===== config.mk =====
export PLATFORM = sky130hd
export DESIGN_NAME = ahb_slave_mux
export DESIGN_NICKNAME = d
export VERILOG_FILES = /design/src/rtl/ahb_slave_mux.sv
export SDC_FILE = /design/constraint.sdc
export NUM_CORES = 1
export LEC_CHECK = 0
export CAP_MARGIN = 30
export CORE_MARGIN = 4
export CORE_UTILIZATION = 29
export CTS_CLUSTER_SIZE = 20
export DETAILED_ROUTE_END_ITERATION = 16
export PLACE_DENSITY = 0.9
export SLEW_MARGIN = 20
export SYNTH_ARGS = -nofsm -noshare
export SYNTH_HDL_FRONTEND = slang
export SYNTH_SLANG_ARGS = --single-unit

===== constraint.sdc =====
create_clock -name ahb_clk_in -period 3.1 [get_ports ahb_clk_in]
set_input_delay 0.62 -clock ahb_clk_in [delete_from_list [all_inputs] [get_ports ahb_clk_in]]
set_output_delay 0.62 -clock ahb_clk_in [all_outputs]
set_load 0.005 [all_outputs]

===== src/rtl/ahb_slave_mux.sv =====
`default_nettype none
// ============================================================================
// Module   : ahb_slave_mux
// Purpose  : AHB response mux with registered data-phase select and a
//            built-in default slave that counts its ERROR responses.
// Revision : 1.0 - initial release
// ============================================================================
module ahb_slave_mux #(
  parameter int SLAVE_DEVICES  = 4,
  parameter int AHB_DATA_WIDTH = 32,
  parameter int ERR_CNT_WIDTH  = 8
) (
  input  logic                                    ahb_clk_in,
  input  logic                                    ahb_rst_in,
  input  logic [1:0]                              ahb_trans_in,
  input  logic [SLAVE_DEVICES-1:0]                slave_sel_in,
  input  logic [SLAVE_DEVICES*AHB_DATA_WIDTH-1:0] slave_rdata_in,
  input  logic [SLAVE_DEVICES-1:0]                slave_ready_in,
  input  logic [SLAVE_DEVICES-1:0]                slave_resp_in,
  output logic [AHB_DATA_WIDTH-1:0]               ahb_rdata_out,
  output logic                                    ahb_ready_out,
  output logic                                    ahb_resp_out,
  output logic [SLAVE_DEVICES-1:0]                data_sel_out,
  output logic [ERR_CNT_WIDTH-1:0]                err_cnt_out
);

  localparam logic [1:0]               c_HTRANS_NONSEQ = 2'd2;
  localparam logic [1:0]               c_HTRANS_SEQ    = 2'd3;
  localparam logic [ERR_CNT_WIDTH-1:0] c_ERR_CNT_MAX   = {ERR_CNT_WIDTH{1'b1}};

  typedef enum logic [1:0] {
    DS_IDLE = 2'd0,
    DS_ERR1 = 2'd1,
    DS_ERR2 = 2'd2
  } ds_state_t;

  ds_state_t                r_state;
  ds_state_t                w_state_nxt;
  logic [SLAVE_DEVICES-1:0] r_data_sel;
  logic [SLAVE_DEVICES-1:0] w_data_sel_nxt;
  logic [ERR_CNT_WIDTH-1:0] r_err_cnt;
  logic [ERR_CNT_WIDTH-1:0] w_err_cnt_nxt;
  logic                     w_active;
  logic                     w_valid_sel;
  logic                     w_err_entry;

  assign w_active    = (ahb_trans_in == c_HTRANS_NONSEQ) || (ahb_trans_in == c_HTRANS_SEQ);
  assign w_valid_sel = $onehot(slave_sel_in);
  // The mux only samples the address phase when its own HREADY is high
  assign w_err_entry = ahb_ready_out && w_active && !w_valid_sel;

  always_ff @(posedge ahb_clk_in or posedge ahb_rst_in) begin
    if (ahb_rst_in) begin
      r_state    <= DS_IDLE;
      r_data_sel <= '0;
      r_err_cnt  <= '0;
    end else begin
      r_state    <= w_state_nxt;
      r_data_sel <= w_data_sel_nxt;
      r_err_cnt  <= w_err_cnt_nxt;
    end
  end

  always_comb begin
    w_state_nxt    = r_state;
    w_data_sel_nxt = r_data_sel;
    w_err_cnt_nxt  = r_err_cnt;
    if (r_state == DS_ERR1) begin
      w_state_nxt = DS_ERR2;
    end else if (ahb_ready_out) begin
      if (w_active && w_valid_sel) begin
        w_state_nxt    = DS_IDLE;
        w_data_sel_nxt = slave_sel_in;
      end else if (w_active) begin
        w_state_nxt    = DS_ERR1;
        w_data_sel_nxt = '0;
      end else begin
        w_state_nxt    = DS_IDLE;
        w_data_sel_nxt = '0;
      end
    end
    if (w_err_entry && (r_err_cnt != c_ERR_CNT_MAX)) begin
      w_err_cnt_nxt = r_err_cnt + ERR_CNT_WIDTH'(1);
    end
  end

  // Select is one-hot or zero, so an AND-OR mux is sufficient
  always_comb begin
    ahb_rdata_out = '0;
    ahb_ready_out = 1'b1;
    ahb_resp_out  = 1'b0;
    case (r_state)
      DS_ERR1: begin
        ahb_ready_out = 1'b0;
        ahb_resp_out  = 1'b1;
      end
      DS_ERR2: begin
        ahb_ready_out = 1'b1;
        ahb_resp_out  = 1'b1;
      end
      default: begin
        if (r_data_sel != '0) begin
          ahb_ready_out = 1'b0;
          for (int k = 0; k < SLAVE_DEVICES; k++) begin
            if (r_data_sel[k]) begin
              ahb_rdata_out = ahb_rdata_out | slave_rdata_in[k*AHB_DATA_WIDTH +: AHB_DATA_WIDTH];
              ahb_ready_out = ahb_ready_out | slave_ready_in[k];
              ahb_resp_out  = ahb_resp_out | slave_resp_in[k];
            end
          end
        end
      end
    endcase
  end

  assign data_sel_out = r_data_sel;
  assign err_cnt_out  = r_err_cnt;

endmodule
`default_nettype wire


==> flow_summary_export.csv, run 1 <==
group,metric,value,unit
place,dp_hpwl,6630,µm
synth,ys_ff_latch,14,
layout,nets,530,
setup_path,worstPathRequired,3.22,ns
floorplan,die_h,81.7,µm
synth,synth.most_common_cell,"a22oi_1",
synth,synth_top_family_by_area,"compound AO/OA/AOI/OAI gates",
timing,slew_headroom,0.616,
floorplan,fp.dieArea,6670,µm²
drt,wl_per_cell,18.4,µm
global_routing,grt_pass1_vias,2381,
synth,yosys-top-cells-area,"a22oi_1, dfrtp_1, a21oi_1, ha_1, clkbuf_1",
drt,wirelength,8270,µm
layout,regArea,350,µm²
timing,setup_viol,0,
timing,hold_violations,0,
worst_hold_path,hold_path_class,"flop to flop",
timing,slew_violations,0,
floorplan,io_pins,190,
place,gp_congestion,0.817,
floorplan,dieWidth,81.7,µm
pwr,irDropWorstVdd,0.000553,V
setup_path,cp_max_fo,5,
synth,syn-num-nets,348,
layout,syn_to_final_growth,128,%
synth,syn_area,1570,µm²
drt,viasPerCell,5.45,
setup_path,critPathBufInv,4,
clocking,cts_hold_buf,0,
clocking,cts_tree,"built",
timing,worst_pin_slew,0.575,ns
drt,drc,0,
setup_path,cp_top_family,"adder cells",
place,io_buffers,188,
clocking,clock_path_buffers,2,
synth,netlist_top_cells_count,"a22oi_1, a21oi_1, clkbuf_1",
global_routing,grt_max_degree,37,
floorplan,core_region_area,5170,µm²
synth,synth_xor_area_frac,0.0334,
clocking,numCtsBuffers,3,
setup_path,worstSetupEndpointType,"flop",
synth,muxShareOfSynthArea,0.0215,
clocking,clock-sinks,14,
setup_path,slowest_delay,0.50,ns
timing,fmax,336,MHz
run_status,status,"finished, final reports clean",
layout,drive_gt1_frac,0.0554,
synth,syn_inst,198,
pwr,p_leak,0.00128,µW
pwr,p_per_area,566,nW/µm²
synth,synth-compound-area-share,0.501,
timing,min_period_over_period,0.961,
clocking,cts_setup_buffers,0,
timing,grt_setup_unrepaired,"false",
drt,vias,2446,
synth,synth.yosys.warnings,0,
timing,skew,0.000757,ns
clocking,clkTransAtPathRegs,0.05,ns
setup_path,worstPathArrival,3.10,ns
job,maxCapViolCount,0,
clocking,cts.htree.levels,1,
drt,drtPass1Iterations,4,
drt,postRouteAntennaNets,0,
layout,postLayoutCoreUtil,0.695,
clocking,clkLatencyLatePin,0.24,ns
synth,synth_top_area_frac,0.305,
global_routing,grt_overflow,0,
floorplan,initial_utilization,0.304,
setup_path,crit_type,"input pin to flop",
global_routing,antenna_found_initial,0,
synth,synthAdderAreaFrac,0.0525,
floorplan,rows,26,
synth,syn_avg_cell_area,7.95,µm²
global_routing,track_usage,0.223,
setup_path,start_kind,"input pin",
setup_path,cp_cell_sequence,"clkdlybuf4s50_1, inv_1, fa_1, inv_1, ha_1, ha_1, or3b_4, o211ai_1, buf_4, nor3_1, xor2_1",
synth,synth_flop_cell,"dfrtp_1",
synth,synthArstFlopShare,1.00,
clocking,root_buffer,"clkbuf_8",
timing,period_minus_slack,2.98,ns
layout,antenna_cells,0,
layout,num-fill-cells,423,
global_routing,grt_pass1_wl,11600,µm
pwr,p_total,2030,µW
synth,synth-simple-area-share,0.0890,
synth,yosysSeqAreaShare,0.223,
synth,synth_edf_count,0,
drt,drt_iter0_markers,139,
layout,multi_input_area,1100,µm²
synth,synth.distinct_cells,30,
setup_path,cp_slowest_cell,"fa_1",
synth,yosysTopAreaCell,"a22oi_1",
## area by class of cell
type | count | area share
clock buffers | 4 | 0.0153
well taps | 70 | 0.0244
inverters | 11 | 0.0115
multi-input cells | 152 | 0.306
repair buffers | 198 | 0.545
flip-flops and latches | 14 | 0.0975
## kinds of logic after synthesis
family	after synthesis
AND/OR/NAND/NOR	26
multiplexers	3
XOR/XNOR	6
flip-flops	14
AO/OA/AOI/OAI	111
buffers and inverters	32
adder cells (fa/ha/maj)	6
## what timing repair did
action / 4_1_cts / 5_1_grt
endpoints found under the hold margin: 0 / 0
endpoints found under the setup margin: 0 / 11
resized for setup: 0 / 2
## registers in the layout, summed over array words and instances (netlist names)
register	flops
err_cnt_out	8
data_sel_out	4
r_state	2
## per-stage QoR
stage	worst slack, ns	std cells	instance area [µm²]	TNS, ns	hold WS (ns)
6_report	0.122	449	3590	0	0.508
3_3_place_gp	-0.190	445	3530	-1.83	0.481
2_1_floorplan	0.241	198	1570	0	0.476
5_1_grt	0.0340	449	3590	0	0.534
3_5_place_dp	-0.244	445	3530	-2.59	0.498
4_1_cts	0.000899	449	3590	0	0.505
## report_power, final
group | total, µW | switching, µW | leakage [µW] | internal (µW)
clock network | 174 | 61.4 | 0.0000288 | 112
logic | 1530 | 738 | 0.00106 | 788
registers | 335 | 85.1 | 0.000183 | 250
total | 2030 | 884 | 0.00128 | 1150
## cell usage in the layout, fill, tap and decap left out, types with 2 or more instances in the layout
cell type / n
buf_4: 10
a22o_1: 2
xor2_1: 6
nand3_1: 6
ha_1: 5
dfrtp_1: 14
nor2_1: 4
mux2_2: 2
clkdlybuf4s50_1: 187
clkbuf_8: 4
nor3_1: 3
a22oi_1: 64
nor4_2: 2
inv_1: 11
o21ai_0: 4
a21oi_1: 32
nand2_1: 7
o31ai_1: 4
## final timing paths
| path | start | to | slack (ns) | cells past startpoint |
|---|---|---|---|---|
| worst min-delay path | err_cnt_out[5] | err_cnt_out[5] | 0.51 | 1 |
| max in group asynchronous | ahb_rst_in | data_sel_out[0] | 2.06 | 2 |
| worst min register to register | err_cnt_out[5] | err_cnt_out[5] | 0.51 | 1 |
| worst max-delay path | slave_sel_in[1] | err_cnt_out[3] | 0.12 | 11 |
| min in group asynchronous | ahb_rst_in | err_cnt_out[0] | 0.71 | 2 |
| worst max register to register | data_sel_out[3] | err_cnt_out[6] | 0.92 | 5 |
## worst reg2reg max path: stages (launching register included)
cell,delay (ns)
dfrtp_1,0.40
o41ai_4,0.62
o32ai_4,0.19
buf_4,0.23
nor4_2,0.27
mux2_1,0.35
## layer usage
metal  wire, µm  vias to the layer above  part of all wire  GRT usage
met5          0                        -                 0          0
met4        264                        0             0.032     0.0847
met3        679                       26             0.082     0.0570
met2       4310                      118              0.52      0.422
met1       3020                     1163              0.37      0.234
li1           -                     1139                 -          -
(Power assumes the default switching activity.)
==> inputs of run 2 (changes only) <==
--- a/config.mk
+++ b/config.mk
@@ -10,7 +10,10 @@
 export CORE_UTILIZATION = 29
 export CTS_CLUSTER_SIZE = 20
 export DETAILED_ROUTE_END_ITERATION = 16
+export GPL_ROUTABILITY_DRIVEN = 0
+export GPL_TIMING_DRIVEN = 0
 export PLACE_DENSITY = 0.9
+export SKIP_CTS_REPAIR_TIMING = 1
 export SLEW_MARGIN = 20
 export SYNTH_ARGS = -nofsm -noshare
 export SYNTH_HDL_FRONTEND = slang
==> run 2 against run 1 <==
Combinational power grew 5%. Count of clock-buffer cells in the layout shrank 1. Final cell count increased by 3.6%. First-iteration DRC count down 32%. Sequential share of layout area down 0.15 points. Critical path type is now input pin to output pin. Highest routed layer unchanged.
==> flow_summary_export.csv, run 2 (same netlist as run 1, synthesis figures left out) <==
group,metric,value,unit
pwr,p_leak,0.00133,µW
layout,num-fill-cells,425,
clocking,root_buffer,"clkbuf_8",
setup_path,r2r_end,"err_cnt_out[6]",
timing,grt_setup_unrepaired,"true",
floorplan,initial_utilization,0.304,
clocking,clock-sinks,14,
clocking,numCtsBuffers,3,
global_routing,grt_max_degree,15,
timing,whs,0.516,ns
layout,drive_gt1_frac,0.0658,
pwr,sequentialPowerShare,0.157,
clocking,clock_path_buffers,2,
drt,dr_wl_met3,648,µm
timing,skew,0.00303,ns
worst_hold_path,hold_path_class,"flop to flop",
place,place_inst,456,
timing,worst_pin_slew,0.516,ns
timing,slew_violations,0,
layout,antenna_cells,0,
drt,drt_iter0_markers,94,
pwr,p_per_area,566,nW/µm²
timing,hold_violations,0,
timing,finalWorstSetupSlack,0.0660,ns
floorplan,core_region_area,5170,µm²
drt,wl_per_cell,18.3,µm
drt,wirelength,8500,µm
pwr,internal_power,1170,µW
setup_path,slowest_delay,0.44,ns
global_routing,antenna_found_initial,0,
setup_path,crit_type,"input pin to output pin",
worst_hold_path,holdPathEnd,"r_state[1]",
place,dp_hpwl,6780,µm
drt,met2_length,4540,µm
setup_path,reg2reg_depth,6,
setup_path,reg2reg_slack,0.93,ns
layout,final_cell_mix,"clkdlybuf4s50_1, a22oi_1, a21oi_1",
global_routing,grt_pass1_vias,2387,
drt,viasPerCell,5.32,
floorplan,die_h,81.7,µm
layout,postLayoutCoreUtil,0.706,
timing,setup_viol,0,
layout,syn_to_final_growth,132,%
pwr,swShare,0.436,
clocking,cts.htree.levels,1,
pwr,irDropWorstVdd,0.000510,V
global_routing,grt_pass1_wl,11800,µm
run_status,status,"finished, final reports clean",
job,maxCapViolCount,0,
pwr,power.switching,902,µW
drt,drtPass1Iterations,5,
layout,nets,547,
timing,min_period_over_period,0.979,
timing,fmax,330,MHz
setup_path,cp_max_fo,10,
setup_path,worstSetupEndpointType,"output pin",
drt,maxUsedRoutingLayer,"met4",
setup_path,cp_common_cell,"clkdlybuf4s50_1",
timing,slew_headroom,0.655,
global_routing,grt_overflow,0,
floorplan,rows,26,
drt,drc,0,
setup_path,r2r-start,"data_sel_out[0]",
setup_path,worstPathRequired,2.48,ns
layout,largest_reg_flops,8,
worst_hold_path,whs_path_depth,1,
place,preCtsSetupSlack,-0.420,ns
place,io_buffers,188,
drt,postRouteAntennaNets,0,
setup_path,cp_slowest_cell,"clkdlybuf4s50_1",
setup_path,worstPathArrival,2.41,ns
pwr,combPwrFrac,0.774,
clocking,clkTransAtPathRegs,0.05,ns
setup_path,start_kind,"input pin",
worst_hold_path,hp-start,"r_state[1]",
floorplan,io_pins,190,
setup_path,cp_cell_sequence,"clkdlybuf4s50_1, a22o_1, o32ai_4, clkbuf_2, inv_1, clkdlybuf4s50_1",
pwr,clockPowerShare,0.069,
timing,fin_tns_setup,0,ns
floorplan,fp.dieArea,6670,µm²
floorplan,dieWidth,81.7,µm
layout,final_cells,465,
drt,vias,2473,
drt,wirelength_met1,3150,µm
layout,final_common_cell,"clkdlybuf4s50_1",
global_routing,track_usage,0.226,
clocking,cts_tree,"built",
timing,period_minus_slack,3.03,ns
clocking,clkLatencyLatePin,0.24,ns
run 2: changes by cell type in the layout (fill, tap and decap cells not counted), sizes merged:
cell / before / now
buf: 10 / 11
clkbuf: 4 / 19
clkdlybuf4s50: 187 / 185
dlymetal6s2s: 1 / 3
run 2: area by class of cell:
type,instances,area [µm²],share of cell area
Timing Repair Buffer,194,1930,0.530
Tap cell,70,87.6,0.0240
Clock buffer,3,41.3,0.0113
Buffer,21,90.1,0.0247
Multi-Input combinational cell,152,1110,0.303
Inverter,11,41.3,0.0113
Sequential cell,14,350,0.0960
run 2: metrics by stage:
stage               power [µW]  area, µm²
floorplan                 1120       1570
global placement          1790       3540
detailed placement        1810       3540
CTS                       1970       3580
global route              2250       3650
finish                    2070       3650
run 2: per-layer routing:
metal  GRT usage  up-vias
met5           0        -
met4      0.0548        0
met3      0.0417       12
met2       0.434      112
met1       0.255     1175
li1            -     1174
run 2: worst max-delay path by stage:
stage / to / start / cells after the start / slack (ns)
final: ahb_ready_out / slave_ready_in[1] / 6 / 0.07
after global routing: ahb_ready_out / data_sel_out[0] / 6 / -0.06
after CTS: err_cnt_out[1] / slave_sel_in[0] / 10 / -0.20
after detailed placement: err_cnt_out[1] / slave_sel_in[0] / 10 / -0.42
after global placement: err_cnt_out[1] / slave_sel_in[0] / 10 / -0.36
after floorplan: err_cnt_out[1] / slave_sel_in[0] / 9 / 0.24
run 2: critical path: cells and delay by family:
family | cells | cell delay [ns]
buf+inv | 4 | 1.17
compound gates | 2 | 0.61
run 2: power by group through the flow:
stage               sequential, µW  combinational [µW]  clock [µW]
floorplan                      316                 804           0
global placement               322                1470           0
detailed placement             324                1490           0
CTS                            322                1500         145
global route                   336                1750         160
finish                         324                1600         144
